<file path="src/rtl/counter_4bit_pkg.sv">
// Shared widths, types and constants for the counter_4bit slice.
package counter_4bit_pkg;

  localparam int unsigned CNT_W = 4;

  typedef logic [CNT_W-1:0] cnt_t;

  localparam cnt_t CNT_MAX = '1;
  localparam cnt_t CNT_RST = '0;

endpackage : counter_4bit_pkg

</file>
<file path="src/rtl/counter_4bit_if.sv">
// Load request and counter status bundle between a controller and counter_4bit.
interface counter_4bit_if
  import counter_4bit_pkg::*;
#(
  parameter int unsigned WIDTH = CNT_W
);

  logic             load;
  logic [WIDTH-1:0] load_data;
  logic [WIDTH-1:0] count;
  logic             tc;
  logic             wrap;

  modport master (
    output load,
    output load_data,
    input  count,
    input  tc,
    input  wrap
  );

  modport slave (
    input  load,
    input  load_data,
    output count,
    output tc,
    output wrap
  );

endinterface : counter_4bit_if

</file>
<file path="src/rtl/counter_4bit_next.sv">
// Next-state logic: load beats increment; increment wraps, or saturates when
// COUNTER_4BIT_SATURATE_EN is defined.
module counter_4bit_next
  import counter_4bit_pkg::*;
#(
  parameter int unsigned WIDTH = CNT_W
) (
  input  logic [WIDTH-1:0] cur,
  input  logic             load,
  input  logic [WIDTH-1:0] load_data,
  output logic [WIDTH-1:0] nxt,
  output logic             wrap_nxt
);

  localparam logic [WIDTH-1:0] MAX_VAL = '1;

  logic [WIDTH:0] sum;

  assign sum = (WIDTH+1)'(cur) + (WIDTH+1)'(1);

  // load_data only reaches nxt through the load branch, so X on it stays contained
  always_comb begin
    nxt      = cur;
    wrap_nxt = 1'b0;
    if (load) begin
      nxt = load_data;
    end else begin
`ifdef COUNTER_4BIT_SATURATE_EN
      if (cur != MAX_VAL) begin
        nxt = sum[WIDTH-1:0];
      end
`else
      nxt      = sum[WIDTH-1:0];
      wrap_nxt = sum[WIDTH];
`endif
    end
  end

`ifdef COUNTER_4BIT_SATURATE_EN
`else
  logic unused_max;
  assign unused_max = ^MAX_VAL;
`endif

endmodule : counter_4bit_next

</file>
<file path="src/rtl/counter_4bit.sv">
// 4-bit up-counter with parallel load, terminal-count flag and wrap pulse.
// Optional build macro: COUNTER_4BIT_SATURATE_EN (saturate at max instead of wrapping).
module counter_4bit
  import counter_4bit_pkg::*;
#(
  parameter int unsigned      WIDTH     = CNT_W,
  parameter logic [WIDTH-1:0] RESET_VAL = WIDTH'(CNT_RST)
) (
  input  logic           clk,
  input  logic           reset_n,
  counter_4bit_if.slave  bus
);

  localparam logic [WIDTH-1:0] MAX_VAL = '1;

  logic [WIDTH-1:0] count_q;
  logic [WIDTH-1:0] count_nxt;
  logic             wrap_q;
  logic             wrap_nxt;

  counter_4bit_next #(
    .WIDTH (WIDTH)
  ) u_next (
    .cur       (count_q),
    .load      (bus.load),
    .load_data (bus.load_data),
    .nxt       (count_nxt),
    .wrap_nxt  (wrap_nxt)
  );

  always_ff @(posedge clk or negedge reset_n) begin
    if (!reset_n) begin
      count_q <= RESET_VAL;
      wrap_q  <= 1'b0;
    end else begin
      count_q <= count_nxt;
      wrap_q  <= wrap_nxt;
    end
  end

  assign bus.count = count_q;
  assign bus.wrap  = wrap_q;
  // Terminal count is decoded straight from the register
  assign bus.tc    = (count_q == MAX_VAL);

endmodule : counter_4bit

</file>
<file path="src/flat_wrapper.sv">
// flat-port wrapper written by rule: the top's interface ports become plain ports
module counter_4bit_flat import counter_4bit_pkg::*;
#(
  parameter int unsigned      WIDTH     = CNT_W,
  parameter logic [WIDTH-1:0] RESET_VAL = WIDTH'(CNT_RST)
)
  (clk, reset_n, bus_load, bus_load_data, bus_count, bus_tc, bus_wrap);
  counter_4bit_if #(.WIDTH(WIDTH)) bus_i ();
  input  logic clk;
  input  logic reset_n;
  input wire logic [$bits(bus_i.load)-1:0] bus_load;
  input wire logic [$bits(bus_i.load_data)-1:0] bus_load_data;
  output wire logic [$bits(bus_i.count)-1:0] bus_count;
  output wire logic [$bits(bus_i.tc)-1:0] bus_tc;
  output wire logic [$bits(bus_i.wrap)-1:0] bus_wrap;
  assign bus_i.load = bus_load;
  assign bus_i.load_data = bus_load_data;
  assign bus_count = bus_i.count;
  assign bus_tc = bus_i.tc;
  assign bus_wrap = bus_i.wrap;
  counter_4bit #(.WIDTH(WIDTH), .RESET_VAL(RESET_VAL)) u_core (.clk(clk), .reset_n(reset_n), .bus(bus_i));
endmodule
</file>
<file path="config.mk">
export PLATFORM = sky130hd
export DESIGN_NAME = counter_4bit_flat
export DESIGN_NICKNAME = d
export VERILOG_FILES = /design/src/rtl/counter_4bit_pkg.sv /design/src/rtl/counter_4bit_if.sv /design/src/rtl/counter_4bit_next.sv /design/src/rtl/counter_4bit.sv /design/src/flat_wrapper.sv
export SDC_FILE = /design/constraint.sdc
export NUM_CORES = 1
export LEC_CHECK = 0
export ABC_CLOCK_PERIOD_IN_PS = 1300
export CORE_AREA = 2 2 39 41
export CTS_CLUSTER_SIZE = 10
export DETAILED_ROUTE_END_ITERATION = 8
export DIE_AREA = 0 0 41 43
export GPL_TIMING_DRIVEN = 0
export PLACE_DENSITY = 0.5
export SYNTH_ARGS = -nofsm -noshare
export SYNTH_HDL_FRONTEND = slang
export SYNTH_HIERARCHICAL = 1
export SYNTH_SLANG_ARGS = --single-unit
</file>
<file path="constraint.sdc">
create_clock -name clk -period 1.3 [get_ports clk]
set_input_delay 0.325 -clock clk [delete_from_list [all_inputs] [get_ports clk]]
set_output_delay 0.325 -clock clk [all_outputs]
set_load 0.03 [all_outputs]
</file>
# Word-level counts from Yosys, hierarchy flattened
# Cells that the tools add are included.
# word_totals
wordCells,6
regBits,5
# classes
muxes,2
eq_ne,1
n_addsub,1
# ops
cell,n
4-bit by 1-bit adder with 5-bit output (second input constant),1
4-bit equality test (second input constant),1
4-bit 2-to-1 mux,1
1-bit 2-to-1 mux,1

# Longest topological paths before layout
# Gate-level depths: netlist of the first run.
# logic_depth
word_depth,2
mapped_depth,3
depth_no_buf,3

# Modules after synthesis
# The synthesis of the first run kept the hierarchy.
# by_module_without_submodules
module,n_inst,cells_per_inst,area_per_inst_um2,seq_area_each_um2
counter_4bit,1,6,133.9,125.1
counter_4bit_next,1,12,83.8,0.0

# Worst setup path after synthesis of the first run
# Ideal clock, no wire load.
# synth_path
path_kind,register to output
startpoint,"register u_core.count_q[2], in the netlist u_core/bus.count[2]"
endpoint,output bus_tc
stages_incl_launch_ff,2
path_slack_ns,0.019
path_buffers,0
arrival_time_ns,0.956
required_ns,0.975
cell_sequence,dfrtp_1 > and4_1
# synth_between
elab_chain_len,1
# synth_lines
element,line_no,source
start: declaration,counter_4bit.sv:16,logic [WIDTH-1:0] count_q;
start signal: assignment,counter_4bit.sv:36,count_q <= count_nxt;
4-bit equality test,counter_4bit.sv:44,assign bus.tc = (count_q == MAX_VAL);
end: declaration,flat_wrapper.sv:14,output wire logic [$bits(bus_i.tc)-1:0] bus_tc;
# No other way between the ends.

# Worst setup path after layout of the first run
# layout_path
startpoint,"register u_core.count_q[0], in the netlist u_core/bus.count[0]"
endpoint,output bus_tc
# Same word-level chain as after synthesis.

==> flow_summary.toml, run 1 <==
[status]
status = "complete, but fails checks"
violations = "setup timing"

[synthesis]
syn_area_sq_um = 218
yosysWarnings = 6
synthCells = 18
avgSynthCellArea_sq_um = 12.1
synth.distinct_cells = 11
synth_nets = 26
seq_area_frac_synth_pct = 57.5
ys_seq_elements = 5

[critical_path]
critPathCapture = "bus_tc"
cp-startpoint = "u_core/bus.count[0]"
worst_setup_path_start_kind = "register"
critPathKind = "register to primary output"
cp_max_fo = 5
end_kind = "primary output"
reg2reg_depth = 2
rr_endpoint = "u_core/bus.count[1]"
r2r-start = "u_core/bus.count[0]"
cp.arrival_ns = 1.01
required_ns = 0.98
reg2reg_setup_slack_ns = 0.22

[routing]
wl_met3_um = 106
drtAntennaViolNets = 0
first_pass_iters = 3
first_iter_violations = 3
vias = 209
routed-wl-met2_um = 242
wl_per_cell_um = 10.4
drc = 0
top_layer_used = "met4"
wl_um = 530
vias_per_cell = 4.10
wl_met1_um = 173

[clocking]
cts_tree = "yes"
cts_sinks = 5
hold_buffers = 0
cts_made_buffers = 3
htree_levels = 1
clk-insertion-delay-late_ns = 0.24
root_buffer = "clkbuf_4"
cts_buffer_depth = 2
clk_pin_slew_ns = 0.04

[timing]
fin_ws_ns = -0.0324
worstMarginPinSlew_ns = 0.252
min_period_over_period_pct = 102
slew_headroom_pct = 83.2
fin_skew_ns = 0.00310
rsz0062_at_grt = "true"
finalHoldViolations = 0
setup_viol = 1
min_period_ns = 1.33
fin_hold_ws_ns = 0.310
clock.fmax_mhz = 751
finalMaxSlewViolations = 0

[grt]
grt_use_total_pct = 8.66
grt-ovfl-total = 0
antenna_found_initial = 0
grt_pass1_wl_um = 910
grt_pass1_vias = 225
grt_max_degree = 9

[floorplanning]
die_h_um = 43
boundaryPins = 13
rows = 14
die_x_um = 41
die_area_sq_um = 1760
initial_core_util_pct = 15.7
core_sq_um = 1380

[final_layout]
stdcell_count = 51
num-nets-final = 44
layout_common_cells = "clkdlybuf4s50_1, dfrtp_1, clkbuf_4, buf_2, nand2_1"
area_growth_pct = 69.5
final_common_cell = "clkdlybuf4s50_1"
drive_gt1_share_pct = 37.1
antennaDiodeCount = 0

[power_and_ir_drop]
p_per_area_nw_per_um2 = 1390
ir_worst_vdd_mv = 0.604
p_leak_nw = 0.168

[job]
cap_violations = 0

[placed_design]
placed_cells = 46
routabilityCongestion = 0.636
io_buffers = 12
place_hpwl_um = 404

[hold_path]
hold_path_class = "input pin to asynchronous set/reset pin"
[area by class of cell]
| type | instances | area [sq um] |
|---|---|---|
| clock buffers | 4 | 26.3 |
| multi-input cells | 13 | 92.6 |
| repair buffers | 13 | 104 |
| flip-flops and latches | 5 | 126 |
| well taps | 16 | 20.0 |
| fillers | 151 | 1010 |
[cell usage after synthesis]
library cell	count	share of area, %
dfrtp_1	5	57
nand2_1	3	5.2
o21ai_0	2	4.6
and4_1	1	4.0
and4b_2	1	5.2
ha_1	1	5.7
mux2_2	1	5.2
nand3_1	1	2.3
o21ai_1	1	2.3
xnor2_1	1	4.0
xor2_1	1	4.0
[per-stage QoR]
step / area, sq um / power, mW / setup WS, ns / TNS [ns] / utilization, %
floorplan: 218 / 0.274 / 0.0192 / 0 / -
global placement: 358 / 0.347 / -0.300 / -0.797 / 25.9
detailed placement: 358 / 0.351 / -0.315 / -0.866 / 25.9
CTS: 387 / 0.526 / -0.201 / -0.313 / 27.9
global route: 369 / 0.564 / -0.0924 / -0.0924 / 26.7
finish: 369 / 0.514 / -0.0324 / -0.0324 / 26.7
[metal layers]
metal	vias to the layer above	track usage, %
li1	97	-
met1	96	7.47
met2	14	10.9
met3	2	9.95
met4	0	6.00
met5	-	0
[worst min path at each step]
stage / from / to / slack, ns / cells past startpoint
after floorplan: reset_n / u_core/bus.count[0] / 0.03 / 0
after global placement: u_core/bus.count[0] / u_core/bus.count[0] / 0.52 / 1
after detailed placement: u_core/bus.count[0] / u_core/bus.count[0] / 0.53 / 1
after CTS: reset_n / u_core/bus.count[3] / 0.31 / 1
after global routing: reset_n / u_core/bus.count[1] / 0.31 / 1
final: reset_n / u_core/bus.count[3] / 0.31 / 1
[power by group]
part           internal [mW]  switching (mW)  total, mW
combinational         0.0623          0.0784      0.141
sequential             0.177          0.0207      0.198
clock                  0.116          0.0599      0.176
total                  0.355           0.159      0.514
[critical path, cell delays in order, from the launching register on]
cell and delay [ns]:
dfrtp_1 0.41, and4_1 0.23, buf_6 0.14
[what timing repair did]
action | CTS | global route
buffers inserted | 0 | 1
pin swaps | 0 | 1
gates resized for setup | 14 | 16
endpoints found under the setup margin | 6 | 6
[cell families (layout without fill, tap and decap cells)]
logic type                 count (synthesis)  after routing  share of synthesized area, %
and+or+nand+nor                            6              6                          16.7
muxes                                      1              1                          5.17
DFF                                        5              5                          57.5
AOI/OAI and AO/OA                          3              3                          6.89
adders and majority gates                  1              1                          5.75
xor gates and xnor gates                   2              2                          8.05
buffers and inverters                      0             17                             0
[state kept, by name (all words and copies together), names as in the netlist]
signal and cells:
u_core/bus.wrap 1, u_core/bus.count 4
Note: power is estimated with default switching activity, not from simulation.
==> run 2, diff against run 1 <==
- PLACE_DENSITY: 0.5 -> unset
- PLACE_DENSITY_LB_ADDON: unset -> 0.3
==> run 2 against run 1 <==
- the run still ends with setup timing left
- largest power group unchanged
- sequential power down 3%
- worst hold slack worse by 0.0072 ns
- worst setup slack better by 0.015 ns
- count of clock-buffer cells in the layout stayed put
- critical path type unchanged
- total power up 4.7%
- sequential share of layout area fell by 2.9 points
- sequential cell count unchanged
- first-iteration DRC count down 67%
- non-clock buffer count grew 3
==> flow_summary.toml, run 2 (synthesis results as in run 1) <==
[status]
status = "complete, but fails checks"
violations = "setup timing"

[timing]
min_period_over_period_pct = 101
worstMarginPinSlew_ns = 0.282
min_period_ns = 1.32
slew_headroom_pct = 81.1
rsz0062_at_grt = "true"
setup_viol = 1
fin_ws_ns = -0.0174
clock.fmax_mhz = 759
fin_skew_ns = 0.00150
finalHoldViolations = 0
finalMaxSlewViolations = 0

[routing]
vias_per_cell = 4.04
drtAntennaViolNets = 0
wl_um = 522
wl_per_cell_um = 9.67
first_iter_violations = 1
drc = 0
vias = 218
first_pass_iters = 2

[critical_path]
cp.arrival_ns = 0.99
worst_setup_path_start_kind = "register"
end_kind = "primary output"
required_ns = 0.98
cp_max_fo = 4
critPathKind = "register to primary output"

[grt]
grt_use_met1_pct = 9.80
grt_use_total_pct = 7.06
grtUsageMet3_pct = 7.85
grt_pass1_vias = 182
grt-busiest-layer = "met1"
grt-ovfl-total = 0
antenna_found_initial = 0
grt_max_degree = 9
grt_pass1_wl_um = 759
grt_use_met2_pct = 6.88

[floorplanning]
die_x_um = 41
die_area_sq_um = 1760
die_h_um = 43
core_sq_um = 1380
boundaryPins = 13
rows = 14
initial_core_util_pct = 15.7

[clocking]
htree_levels = 1
clk-insertion-delay-late_ns = 0.24
cts_sinks = 5
cts_tree = "yes"
root_buffer = "clkbuf_4"
cts_buffer_depth = 2
clk_pin_slew_ns = 0.04
hold_buffers = 0
cts_made_buffers = 3

[power_and_ir_drop]
total_power_mw = 0.538
p_per_area_nw_per_um2 = 1350
ir_worst_vdd_mv = 0.726
p_leak_nw = 0.185

[placed_design]
routabilityCongestion = 0.638
io_buffers = 12
dpl_worst_slack_ns = -0.288

[final_layout]
final_common_cell = "clkdlybuf4s50_1"
num-nets-final = 47
drive_gt1_share_pct = 39.5
largest_reg_flops = 4
fill_cells = 146
antennaDiodeCount = 0
layout_common_cells = "clkdlybuf4s50_1, buf_4, dfrtp_1"
area_growth_pct = 83.3

[job]
cap_violations = 0

[hold_path]
hold_path_class = "input pin to asynchronous set/reset pin"
-- run 2: area by class of cell --
type	count	area, sq um	area share (%)
multi-input cells	13	92.6	23.2
clock buffers	4	26.3	6.58
flip-flops and latches	5	125	31.3
repair buffers	16	135	33.9
well taps	16	20.0	5.02
-- run 2: worst paths after layout --
kind	cells past startpoint	end	slack (ns)	startpoint
setup reg to reg	3	u_core/bus.count[1]	0.12	u_core/bus.count[0]
hold reg to reg	2	u_core/bus.count[0]	0.60	u_core/bus.count[0]
setup / recovery	2	bus_tc	-0.02	u_core/bus.count[0]
hold / removal	1	u_core/bus.wrap	0.30	reset_n
max in group asynchronous	1	u_core/bus.count[1]	0.81	reset_n
min in group clk	2	u_core/bus.count[0]	0.60	u_core/bus.count[0]
-- run 2: metrics by stage --
step                hold WS (ns)  utilization, %  TNS [ns]  cell area [sq um]  std cells
finish                     0.303            28.8   -0.0174                399         54
global route               0.314            28.8   -0.0611                399         54
CTS                        0.310            27.9    -0.275                387         50
detailed placement         0.531            25.9    -0.841                358         46
global placement           0.521            25.9    -0.782                358         46
floorplan                 0.0294               -         0                218         18
-- run 2: critical path, cell delays in order (launching register included) --
cell and delay, ns:
dfrtp_1 0.39, and4_1 0.22, buf_6 0.14
-- run 2: power breakdown --
part / leakage, nW / switching (mW) / internal (mW)
Combinational: 0.109 / 0.0840 / 0.0786
Clock: 0.0150 / 0.0668 / 0.116
Sequential: 0.0616 / 0.0167 / 0.176
-- run 2: what timing repair did --
item	in CTS	in global routing
resized for setup	14	15
pin swaps	0	1
setup buffers	0	4
endpoints found under the hold margin	0	0
setup endpoints to repair	6	6
-- run 2: per-layer routing --
metal / vias to the layer above / share of wire (%)
met5: - / 0
met4: 0 / 0
met3: 0 / 14
met2: 16 / 39
met1: 98 / 46
li1: 104 / -
==> edit 1 (flow settings as in run 1) <==
Build with the macro `COUNTER_4BIT_SATURATE_EN` defined.
--- a/src/rtl/counter_4bit_next.sv
+++ b/src/rtl/counter_4bit_next.sv
@@ -1,5 +1,7 @@
 // Next-state logic: load beats increment; increment wraps, or saturates when
 // COUNTER_4BIT_SATURATE_EN is defined.
+`define COUNTER_4BIT_SATURATE_EN
+
 module counter_4bit_next
   import counter_4bit_pkg::*;
 #(
Behaviour: not the same (Yosys sat finds a counterexample within 4 cycles, from zero or initial values and one cycle with reset_n low).
==> edit 1 against run 1 <==
The flow still finishes with violations (negative setup slack); sequential cell count unchanged; first-iteration DRC count fell by 67%; worst setup slack improved by 15 ps; synthesized area is 17% higher; routed wire length rose by 3.6%; clock skew fell by 1.8 ps; fmax is 1.2% higher; synthesized cell count grew 39%; power increased by 6.5%; cell area grew 20%; register-to-register slack worse by 140 ps; highest routed layer is now met3.
==> edit 1: results (changes against run 1) <==
* Status: complete, but fails checks (unchanged)
* Failing checks: negative setup slack (unchanged)
* Ant. Diodes at 0 (unchanged)
* Max H-tree Level at 1 (unchanged)
* # fillers at 153 (was 151)
* Async S/R FF share, synth at 100% (unchanged)
* Adder-Cell Fraction of Synth Area at 4.90% (was 5.75%)
* Switching Share at 31.2% (was 30.9%)
* M3 GR Usage at 5.24% (was 9.95%)
* Post-synthesis cell type count at 14 (was 11)
* Mux contribution to synthesized area at 7.84% (was 5.17%)
* Total GRT Usage at 8.31% (was 8.66%)
* Reg clk slew, reported paths at 40 ps (about the same)
* Final net count at 55 (was 44)
* PortBufs at 12 (unchanged)
* Via density at 4.08 (was 4.10)
* Synth Warn # at 6 (unchanged)
* Area occupied by multi-input gates at 128 um2 (was 92.6 um2)
* Mapped Avg Cell Area at 10.2 um2 (was 12.1 um2)
* First-pass GRT wire length at 924 um (was 910 um)
* Pre-CTS setup slack at -337 ps (was -315 ps)
* Max reg flops at 4 (unchanged)
* Setup TNS at -17.1 ps (was -32.4 ps)
* DRT Pass-1 Iters at 2 (was 3)
* CP max FO at 4 (was 5)
* Initial Util at 18.4% (was 15.7%)
* Wirelength, routed at 549 um (was 530 um)
* # setup viols final at 1 (unchanged)
* Worst reg-to-reg setup slack at 80 ps (was 220 ps)
* Clock skew at 1.34 ps (was 3.10 ps)
* Synth top area cells: dfrtp_1 (49%), mux2i_1 (7.8%), o21ai_0 (7.8%) (was dfrtp_1 (57%), ha_1 (5.7%), and4b_2 (5.2%))
* Crit path max-delay family: flip-flops (unchanged)
* Layout cells sized above 1 at 41.3% (was 37.1%)
* Post-synthesis compound-gate area fraction at 9.80% (was 6.90%)
* Ys flop type: dfrtp_1 (unchanged)
* Grt met2 use at 11.6% (was 10.9%)
* CTS root buffer: clkbuf_4 (unchanged)
* Placed cell count at 53 (was 46)
* Clk_lat worst skew at 240 ps (about the same)
* Synth Net Count at 33 (was 26)
* Hold Crit Class: primary input to async pin (unchanged)
* Clock buffer depth at 2 (unchanged)
* Sequential fraction of the synthesis area at 49.0% (was 57.5%)
* CP arrival at 990 ps (was 1010 ps)
* WL/cell at 8.85 um (was 10.4 um)
* Cell area after placement at 397 um2 (was 358 um2)
* Drt first-iter violations at 1 (was 3)
* Vias in the first global route at 246 (was 225)
* Synth Area in XOR/XNOR at 3.43% (was 8.05%)
* Lkg Pwr at 0.000210 uW (was 0.000168 uW)
* Maximum vdd drop at 0.445 mV (was 0.604 mV)
* CTS Buf Count at 3 (unchanged)
* Gp weighted congestion at 0.633 (was 0.636)
* Slowest CP cell: dfrtp_1 (unchanged)
* Setup WS post-layout at -17.1 ps (was -32.4 ps)
* GR Util met1 at 7.62% (was 7.47%)
* WHS at 302 ps (was 310 ps)
* Largest net degree at the start of global routing at 9 (unchanged)
* Top cells by instance count after synthesis: dfrtp_1 (5), nand2_1 (4), o21ai_0 (4), mux2i_1 (2) (was dfrtp_1 (5), nand2_1 (3), o21ai_0 (2))
* Crit path largest cell delay at 390 ps (was 410 ps)
edit 1: changes by cell type after synthesis, sizes merged:
cell / before / now
mux2i: 0 / 2
o21ai: 3 / 5
and4b: 1 / 0
buf: 0 / 1
conb: 0 / 1
mux2: 1 / 0
nand2: 3 / 4
nand2b: 0 / 1
nand3: 1 / 2
nand3b: 0 / 1
xor2: 1 / 0
edit 1: final timing paths:
kind,from,end,cells past startpoint
min in group clk,bus_load_data[1],u_core/bus.count[1],3
min,reset_n,u_core/bus.count[1],1
max in group asynchronous,reset_n,u_core/bus.count[3],1
min reg2reg,u_core/bus.count[0],u_core/bus.count[0],2
max,u_core/bus.count[0],bus_tc,2
max reg2reg,u_core/bus.count[0],u_core/bus.count[1],5
edit 1: power by group through the flow:
stage               clock, uW  sequential, uW  combinational (uW)
global route              202             198                 192
global placement            0             199                 155
detailed placement          0             201                 155
finish                    178             196                 174
CTS                       190             198                 143
floorplan                   0             235                48.3
edit 1: layer usage:
layer,part of all wire (%),wire [um],up-vias
met2,55,301,7
li1,-,-,126
met1,37,201,120
met3,8.6,47,0
met4,0,0,0
met5,0,0,-
edit 1: layout make-up:
cell class / count / area share (%)
buffer: 1 / 1.70
clock buffer: 4 / 5.95
multi-input combinational: 19 / 28.9
sequential: 5 / 28.6
tap: 16 / 4.53
timing repair buffer: 17 / 30.3
edit 1: worst register-to-register path, cell delays in order (launching register included):
cell and delay [ps]:
dfrtp_1 410, buf_4 150, ha_2 190, nand3_2 80
mux2i_1 190, o21ai_1 80
edit 1: timing repair:
action | 4_1_cts | 5_1_grt
hold buffers | 0 | 0
setup endpoints to repair | 6 | 4
setup buffers | 0 | 5
resized for setup | 18 | 14
pin swaps | 0 | 1
==> edit 2 (config.mk and constraints of run 1) <==
Without the edit above. Make the reset (`reset_n`) synchronous in one clocked block.
--- a/src/rtl/counter_4bit.sv
+++ b/src/rtl/counter_4bit.sv
@@ -28,7 +28,7 @@
     .wrap_nxt  (wrap_nxt)
   );
 
-  always_ff @(posedge clk or negedge reset_n) begin
+  always_ff @(posedge clk) begin
     if (!reset_n) begin
       count_q <= RESET_VAL;
       wrap_q  <= 1'b0;
Formal check against the unedited RTL: differs if reset_n is asserted again (counterexample within 4 cycles, from zero or initial values and one cycle with reset_n low); with reset_n held inactive, the same outputs for 10 cycles.
==> edit 2 against run 1 <==
Power is 17% lower; cell area rose by 10%; first-iteration DRC count decreased by 33%; sequential power down 13%; synthesized area grew 2.9%; via count is 2.4% lower; global-route usage is 1.4 points lower; sequential cell count did not move; routed wire length down 12%; worst setup slack improved by 53 ps; combinational power shrank 46%.
==> edit 2: results (changes against run 1) <==
* Clk_lat worst skew at 240 ps (about the same)
* Via density at 3.71 (was 4.10)
* Crit path max-delay family: buffers and inverters (was flip-flops)
* Final net count at 48 (was 44)
* Wirelength, routed at 465 um (was 530 um)
* Switching Share at 24.6% (was 30.9%)
* Synth Warn # at 6 (unchanged)
* Hold Crit Class: flop to flop (was primary input to async pin)
* Hold path depth at 2
* Ant. Diodes at 0 (unchanged)
* PortBufs at 12 (unchanged)
* Vias in the first global route at 190 (was 225)
* Max H-tree Level at 1 (unchanged)
* Detailed Place HPWL at 371 um (was 404 um)
* Clock buffer depth at 2 (unchanged)
* CTS Buf Count at 3 (unchanged)
* Total GRT Usage at 7.22% (was 8.66%)
* Async S/R FF share, synth at 0% (was 100%)
* Status: completed (was complete, but fails checks)
* Worst Reg-to-Reg Cells at 3 (was 2)
* Top cells by instance count after synthesis: and2_1 (5), dfxtp_1 (5), nand2_1 (3), o21ai_0 (2) (was dfrtp_1 (5), nand2_1 (3), o21ai_0 (2))
* Drt first-iter violations at 2 (was 3)
* Reg clk slew, reported paths at 40 ps (about the same)
* CP max FO at 8 (was 5)
* Gp weighted congestion at 0.595 (was 0.636)
* Lkg Pwr at 0.000160 uW (was 0.000168 uW)
* First-pass GRT wire length at 765 um (was 910 um)
* Synth top area cells: dfxtp_1 (45%), and2_1 (14%), ha_1 (5.6%) (was dfrtp_1 (57%), ha_1 (5.7%), and4b_2 (5.2%))
* Slowest CP cell: clkdlybuf4s50_1 (was dfrtp_1)
* Max reg flops at 4 (unchanged)
* Sequential fraction of the synthesis area at 44.7% (was 57.5%)
* Initial antenna violation count at 0 (unchanged)
* Crit path largest cell delay at 600 ps (was 410 ps)
* Rel. slew slack at 80.5% (was 83.2%)
* CP arrival at 1410 ps (was 1010 ps)
* Clock skew at 3.68 ps (was 3.10 ps)
* DRT Pass-1 Iters at 2 (was 3)
* Synth Net Count at 31 (was 26)
* Maximum vdd drop at 0.455 mV (was 0.604 mV)
* Pre-CTS setup slack at -283 ps (was -315 ps)
* Largest net degree at the start of global routing at 9 (unchanged)
* Post-synthesis cell type count at 12 (was 11)
* Ys flop type: dfxtp_1 (was dfrtp_1)
* Layout cells sized above 1 at 35.9% (was 37.1%)
* Final Cell Area at 407 um2 (was 369 um2)
* Cell area after placement at 364 um2 (was 358 um2)
* CTS root buffer: clkbuf_4 (unchanged)
-- edit 2: changes by cell type after synthesis, sizes merged --
cell	run 1	this run
dfxtp	0	5
dfrtp	5	0
and2	0	5
-- edit 2: cell families after synthesis --
group	after synthesis	synth area share (%)
xor gates and xnor gates	2	7.82
DFF	5	44.7
adders and majority gates	1	5.59
AOI/OAI and AO/OA	3	6.70
and+or+nand+nor	11	30.2
muxes	1	5.03
-- edit 2: power groups by stage --
stage	combinational, uW	clock, uW	sequential, uW
detailed placement	80.2	0	175
global placement	79.4	0	175
finish	76.5	177	172
CTS	78.0	189	173
floorplan	20.5	0	191
global route	82.1	206	174
-- edit 2: worst min-delay path, delay by kind of cell, from the launching register on --
family          cells  cell delay, ps
compound gates      1              60
flops               1             350
simple gates        1             140
-- edit 2: layout make-up --
| class | instances | area (um2) |
|---|---|---|
| Multi-Input combinational cell | 18 | 124 |
| Fill cell | 156 | 977 |
| Clock buffer | 4 | 26.3 |
| Sequential cell | 5 | 110 |
| Tap cell | 16 | 20.0 |
| Timing Repair Buffer | 12 | 126 |
-- edit 2: final timing paths --
path,to,slack (ps),start
min,u_core/bus.count[0],590,u_core/bus.count[0]
max,u_core/bus.count[1],20,bus_load
max reg2reg,u_core/bus.count[1],190,u_core/bus.count[0]
min reg2reg,u_core/bus.count[0],590,u_core/bus.count[0]
-- edit 2: metrics by stage --
step | std cells | total power, uW
after global placement | 51 | 255
after detailed placement | 51 | 255
after floorplan | 23 | 212
final | 55 | 426
after global routing | 55 | 463
after CTS | 55 | 441
-- edit 2: repair_timing --
item | CTS | global route
pin swaps | 0 | 1
setup endpoints to repair | 6 | 4
resized for setup | 20 | 7
setup buffers | 0 | 0
-- edit 2: layer usage --
| metal | vias up | track usage [%] | share of wire (%) |
|---|---|---|---|
| met5 | - | 0 | 0 |
| met4 | 0 | 2.00 | 0 |
| met3 | 0 | 9.42 | 14 |
| met2 | 10 | 8.75 | 41 |
| met1 | 83 | 7.37 | 44 |
| li1 | 111 | - | - |
